===== src/rtl/bp_update_ctrl.sv =====
// Update sequencer for the 2-bit saturating-counter branch history table: post-reset clear sweep,
// update FIFO and two-cycle read-modify-write. Optional BP_STATS_EN adds update/mispredict counters.
module bp_update_ctrl #(
  parameter int IDX_W      = 7,
  parameter int FIFO_DEPTH = 4
) (
  input  logic             clk_in,
  input  logic             rst_in,
  input  logic             rdy_in,
  input  logic             upd_valid,
  input  logic [31:0]      upd_pc,
  input  logic             upd_taken,
  input  logic             upd_mispredict,
  output logic             upd_ready,
  output logic [IDX_W-1:0] tbl_raddr,
  input  logic [1:0]       tbl_rdata,
  output logic             tbl_we,
  output logic [IDX_W-1:0] tbl_waddr,
  output logic [1:0]       tbl_wdata,
`ifdef BP_STATS_EN
  output logic [31:0]      stat_updates,
  output logic [31:0]      stat_mispred,
`endif
  output logic             init_busy
);

  localparam int PTR_W = $clog2(FIFO_DEPTH);
  localparam int CNT_W = PTR_W + 1;
  localparam logic [CNT_W-1:0] DEPTH_C    = CNT_W'(FIFO_DEPTH);
  localparam logic [IDX_W-1:0] SWEEP_LAST = {IDX_W{1'b1}};

  typedef enum logic [1:0] {
    S_INIT = 2'd0,
    S_IDLE = 2'd1,
    S_RD   = 2'd2,
    S_WR   = 2'd3
  } state_e;

  function automatic logic [1:0] sat_update(input logic [1:0] c, input logic taken);
    logic [1:0] r;
    if (taken) begin
      r = (c == 2'b11) ? 2'b11 : c + 2'b01;
    end else begin
      r = (c == 2'b00) ? 2'b00 : c - 2'b01;
    end
    return r;
  endfunction

  state_e           state_q, state_d;
  logic [IDX_W-1:0] sweep_q, sweep_d;
  logic [PTR_W-1:0] wr_ptr_q, rd_ptr_q;
  logic [CNT_W-1:0] count_q, count_d;
  logic [1:0]       cnt_q, cnt_d;
  logic             taken_q, taken_d;
  logic [IDX_W-1:0] fifo_idx_q   [FIFO_DEPTH];
  logic             fifo_taken_q [FIFO_DEPTH];

  logic             run_s, push_s, pop_s, pending_s;
  logic [IDX_W-1:0] head_idx_s;
  logic             unused_s;

  assign run_s      = rdy_in && !rst_in;
  assign upd_ready  = run_s && (count_q < DEPTH_C);
  assign push_s     = upd_valid && upd_ready;
  assign pop_s      = run_s && (state_q == S_WR);
  assign head_idx_s = fifo_idx_q[rd_ptr_q];
  assign tbl_raddr  = head_idx_s;
  assign init_busy  = rst_in || (state_q == S_INIT);
  assign count_d    = count_q + CNT_W'(push_s) - CNT_W'(pop_s);
  // Occupancy after this cycle's push/pop decides whether the next RMW starts immediately.
  assign pending_s  = (count_d != {CNT_W{1'b0}});

`ifdef BP_STATS_EN
  logic             fifo_mis_q [FIFO_DEPTH];
  logic [31:0]      stat_updates_q, stat_mispred_q;
  assign stat_updates = stat_updates_q;
  assign stat_mispred = stat_mispred_q;
  assign unused_s     = ^{upd_pc[31:IDX_W+2], upd_pc[1:0]};
`else
  assign unused_s     = ^{upd_pc[31:IDX_W+2], upd_pc[1:0], upd_mispredict};
`endif

  // Next-state selection for the sweep / idle / read / write sequence.
  always_comb begin
    state_d = state_q;
    sweep_d = sweep_q;
    cnt_d   = cnt_q;
    taken_d = taken_q;
    case (state_q)
      S_INIT: begin
        sweep_d = sweep_q + IDX_W'(1'b1);
        if (sweep_q == SWEEP_LAST) begin
          state_d = pending_s ? S_RD : S_IDLE;
        end else begin
          state_d = S_INIT;
        end
      end
      S_IDLE: state_d = pending_s ? S_RD : S_IDLE;
      S_RD: begin
        cnt_d   = tbl_rdata;
        taken_d = fifo_taken_q[rd_ptr_q];
        state_d = S_WR;
      end
      S_WR:    state_d = pending_s ? S_RD : S_IDLE;
      default: state_d = S_INIT;
    endcase
  end

  // Table write port: sweep clears during INIT, counter update during WR.
  always_comb begin
    tbl_we    = 1'b0;
    tbl_waddr = head_idx_s;
    tbl_wdata = 2'b00;
    if (run_s) begin
      case (state_q)
        S_INIT: begin
          tbl_we    = 1'b1;
          tbl_waddr = sweep_q;
        end
        S_WR: begin
          tbl_we    = 1'b1;
          tbl_wdata = sat_update(cnt_q, taken_q);
        end
        default: tbl_we = 1'b0;
      endcase
    end else begin
      tbl_we = 1'b0;
    end
  end

  // Control state, pointers and counters; everything holds while rdy_in is low.
  always_ff @(posedge clk_in) begin
    if (rst_in) begin
      state_q  <= S_INIT;
      sweep_q  <= {IDX_W{1'b0}};
      wr_ptr_q <= {PTR_W{1'b0}};
      rd_ptr_q <= {PTR_W{1'b0}};
      count_q  <= {CNT_W{1'b0}};
      cnt_q    <= 2'b00;
      taken_q  <= 1'b0;
`ifdef BP_STATS_EN
      stat_updates_q <= 32'd0;
      stat_mispred_q <= 32'd0;
`endif
    end else if (rdy_in) begin
      state_q <= state_d;
      sweep_q <= sweep_d;
      count_q <= count_d;
      cnt_q   <= cnt_d;
      taken_q <= taken_d;
      if (push_s) wr_ptr_q <= wr_ptr_q + PTR_W'(1'b1);
      if (pop_s)  rd_ptr_q <= rd_ptr_q + PTR_W'(1'b1);
`ifdef BP_STATS_EN
      if (pop_s) begin
        stat_updates_q <= stat_updates_q + 32'd1;
        if (fifo_mis_q[rd_ptr_q]) stat_mispred_q <= stat_mispred_q + 32'd1;
      end
`endif
    end
  end

  // FIFO payload storage; only the table index bits of the PC are kept.
  always_ff @(posedge clk_in) begin
    if (push_s) begin
      fifo_idx_q[wr_ptr_q]   <= upd_pc[IDX_W+1:2];
      fifo_taken_q[wr_ptr_q] <= upd_taken;
`ifdef BP_STATS_EN
      fifo_mis_q[wr_ptr_q]   <= upd_mispredict;
`endif
    end
  end

endmodule


===== config.mk =====
export PLATFORM = sky130hd
export DESIGN_NAME = bp_update_ctrl
export DESIGN_NICKNAME = d
export VERILOG_FILES = /design/src/rtl/bp_update_ctrl.sv
export SDC_FILE = /design/constraint.sdc
export NUM_CORES = 1
export LEC_CHECK = 0
export CORE_MARGIN = 2
export CORE_UTILIZATION = 49
export DETAILED_ROUTE_END_ITERATION = 10
export PLACE_DENSITY = 0.79
export SYNTH_ARGS = -nofsm -noshare
export SYNTH_HDL_FRONTEND = slang
export SYNTH_SLANG_ARGS = --single-unit

===== constraint.sdc =====
create_clock -name clk_in -period 4.1 [get_ports clk_in]
set_input_delay 1.025 -clock clk_in [delete_from_list [all_inputs] [get_ports clk_in]]
set_output_delay 1.025 -clock clk_in [all_outputs]
set_load 0.05 [all_outputs]

==> flow_results.org <==
** Global route
- After global routing the overflow that remains totals 0.
- Largest net degree at the start of global routing :: 22
- The via count of the first global-routing pass came to roughly 1,400.
- Number of antenna violations at the first check in global routing :: 0
- In the global route stage, overall resource usage came out at 0.174.
- Global-route wire length before repair :: 6.86 mm

** Clock network
- Hold-fix buffers, CTS :: 0
- The tree is rooted in a sky130_fd_sc_hd__clkbuf_8.
- After clock tree synthesis, the clock-pin slew on the worst setup and hold paths is 0.10 ns.
- In this run the deepest clock path goes through 2 buffers.
- For this design, the sink count on the clock tree is 53.
- Once the clock tree was built, the resizer swapped 0 gates to a different size.
- H-tree depth :: 2
- Num CTS Buffers :: 5
- TritonCTS built the clock tree.
- Insertion delay of the later-clocked pin in the worst-skew pair :: between 0.3 and 0.4 ns
- Number of setup buffers added after CTS :: 0

** Timing
- In the finished design, the share of the clock period the worst path needs comes to 0.891.
- In the final timing run, aggregate negative setup slack is 0 ns.
- Measured against its own limit, the worst slew margin works out to 0.652.
- Setup violations remaining at the end of the flow were counted as 0.
- Derived from the worst setup path, the maximum achievable clock frequency is between 0.2 and 0.3 GHz.
- For the pin with the worst max-slew slack, the measured transition is 0.521 ns.
- The count of final max-slew check failures is 0.
- On the final layout, the worst clock skew is approximately 0.0040 ns.
- The number of failing hold endpoints at the final stage was 0.
- Setup repair after global routing missed its margin :: false
- The worst path needs 3.65 ns of the cycle, external delays included.

** Synth
- By area, the combinational part of the netlist is dominated by multiplexers.
- The number of nets handed over by synthesis was 233.
- Synth top area share :: 0.401
- Synthesized cell area :: 2400 um2
- Xor/xnor share of the synthesized area :: 0.0318
- Among all flip-flop cells after synthesis, the most frequent one is sky130_fd_sc_hd__edfxtp_1.
- Warnings from Yosys :: 0
- Ranking of synthesized cells by instance count :: 32 x sky130_fd_sc_hd__edfxtp_1, 21 x sky130_fd_sc_hd__dfxtp_1, 12 x sky130_fd_sc_hd__nor2_1, 11 x sky130_fd_sc_hd__a21oi_1
- Share of synthesized flip-flops with an asynchronous set or reset :: 0
- The synthesized design contains 32 enable-type register cells.
- After synthesis, the cell types taking the most area are sky130_fd_sc_hd__edfxtp_1 40%, sky130_fd_sc_hd__dfxtp_1 18%, sky130_fd_sc_hd__mux4_2 7.5%.
- The cell count after synthesis came out at 182.
- sky130_fd_sc_hd__edfxtp_1 is the most common cell in the netlist.
- Seq cells post-synth :: 53
- Synthesized area per cell :: 13.2 um2
- Adder and majority cell fraction of the synthesized area :: 0.0605
- The fraction of the mapped netlist area in compound gates is 0.0579.
- Share of synthesized area occupied by flip-flops and latches :: 0.576
- Of the post-synthesis cell area, the part taken by muxes is 0.121.
- Library cell occupying the most area in the post-synthesis netlist :: sky130_fd_sc_hd__edfxtp_1
- After synthesis, the netlist uses 38 different library cells.
- Of the total synthesized cell area, the portion taken by AND, OR, NAND and NOR gates is 0.115.

** Floorplanning
- Die Outline Area :: 5470 um2
- The core region is 4720 um2.
- For this configuration, the core starts out at a cell density of 0.508.
- Std cell rows :: 25
- Chip height :: roughly 74 um
- Top-level I/O count :: 59
- From left edge to right edge, the die measures 74.0 um.

** Setup path
- Slowest cell on crit path :: sky130_fd_sc_hd__clkdlybuf4s50_1
- Data arrives at the worst endpoint at 2.63 ns.
- Peak per-stage delay on the critical path :: 0.52 ns
- STA classifies the critical path startpoint as an input pin.
- STA classifies the critical path endpoint as an output port.
- Crit path required time :: 3.07 ns
- The worst setup path is of the in -> out kind.
- Cell-by-cell listing of the critical path :: clkdlybuf4s50_1 > buf_4 > or2_2 > mux2_2 > buf_12
- Largest fanout on the critical path :: 21

** Detailed routing
- The detail route stage leaves a number of antenna-violating nets equal to 0.
- For this block, the initial DRC count from the detailed router was 101.
- Detailed-route DRC error count :: 0
- Routed via count divided by cell count :: between 5 and 6
- Post-detailed-routing wire length :: 4.19 mm
- Length of the first detailed-routing pass in iterations :: 4
- The detailed router placed roughly 1,500 vias in this run.
- After detailed routing, the average wire length per cell comes to 14.7 um.

** Power
- For this design the ratio of total power to cell area is between 300 and 400 nW/um2.
- Summed over all cells, the static leakage comes to about 1.1 nW.
- VDD sags by at most 0.317 mV.

** Min path
- Tightest Hold Check Type :: reg -> reg

** Place
- Placed wire-length estimate :: 3.12 mm
- Routability congestion estimate from global placement :: 0.737
- Input and output buffers added on the ports amount to 32.
- Placement-stage cell area :: 2910 um2

** Run
- Across the run, the number of max-cap violations was 0.

** Final layout
- Register Area :: about 1400 um2
- Summing all multi-input logic gate instances after layout gives about 900 um2.
- The area growth from synthesis to layout is 26.0%.
- After routing the design area is 3020 um2.
- After the last flow step, the layout net total stands at 267.
- Number of filler cells placed in the layout :: 349
- Fraction of final layout cells sized beyond drive strength 1 :: 0.217
- Diode count :: 0

** Status
- Run status :: finished clean
## kinds of logic after synthesis
family                   after synthesis
XOR/XNOR                               7
AND/OR/NAND/NOR                       51
adder cells (fa/ha/maj)               11
multiplexers                          18
flip-flops                            53
AO/OA/AOI/OAI                         22
buffers and inverters                 20
## critical path: cells and delay by family
family	cells	cell delay, ns
multiplexers	1	0.39
buffers and inverters	3	0.94
AND/OR/NAND/NOR	1	0.26
## registers in the layout (all words and copies together) (netlist names), named ones only
signal and cells:
fifo_idx_q 28, sweep_q 7, fifo_taken_q 4, count_q 3, cnt_q 2, rd_ptr_q 2
wr_ptr_q 2, state_q 1, taken_q 1
## metrics by stage
step	util	hold WS (ns)	worst slack [ns]	power [mW]	cells
2_1_floorplan	-	0.442	0.853	0.644	182
3_3_place_gp	0.615	0.456	0.314	0.692	276
3_5_place_dp	0.615	0.470	0.297	0.694	276
4_1_cts	0.640	0.483	0.444	1.06	284
5_1_grt	0.640	0.509	0.370	1.08	284
6_report	0.640	0.475	0.448	1.04	284
## where the power goes
| part | total (mW) | internal, mW | switching [mW] |
|---|---|---|---|
| Clock | 0.363 | 0.186 | 0.177 |
| Sequential | 0.575 | 0.570 | 0.00437 |
| Combinational | 0.107 | 0.0500 | 0.0569 |
| Total | 1.04 | 0.807 | 0.238 |
## path summary, 6_finish.rpt
path | start | end | slack [ns] | cells after the start
setup / recovery | rst_in | tbl_waddr[1] | 0.45 | 5
setup reg to reg | count_q[2] | register | 1.50 | 9
hold reg to reg | cnt_q[0] | cnt_q[0] | 0.47 | 2
hold / removal | cnt_q[0] | cnt_q[0] | 0.47 | 2
## routing by layer
metal  vias up  global-route usage  wire, um
met4         0              0.0747        66
met5         -                   0         0
met1       689               0.231      1990
li1        732                   -         -
met2        29               0.273      1970
met3         4              0.0461       159
## layout by cell type, fill, tap and decap left out, types with 8 or more instances in the layout
master and n:
sky130_fd_sc_hd__inv_1 10, sky130_fd_sc_hd__mux4_2 8, sky130_fd_sc_hd__a21oi_1 11, sky130_fd_sc_hd__clkdlybuf4s50_1 20, sky130_fd_sc_hd__ha_1 10, sky130_fd_sc_hd__nor2_1 12
sky130_fd_sc_hd__edfxtp_1 32, sky130_fd_sc_hd__dfxtp_1 21, sky130_fd_sc_hd__nand2_1 9, sky130_fd_sc_hd__buf_12 12
## cell type report
class | instances | area share
clock buffer | 5 | 0.0228
tap | 67 | 0.0277
timing repair buffer | 37 | 0.158
inverter | 10 | 0.0124
multi-input combinational | 109 | 0.306
sequential | 53 | 0.457
clock inverter | 3 | 0.0157
No activity file was read; power rests on OpenSTA's default activity.
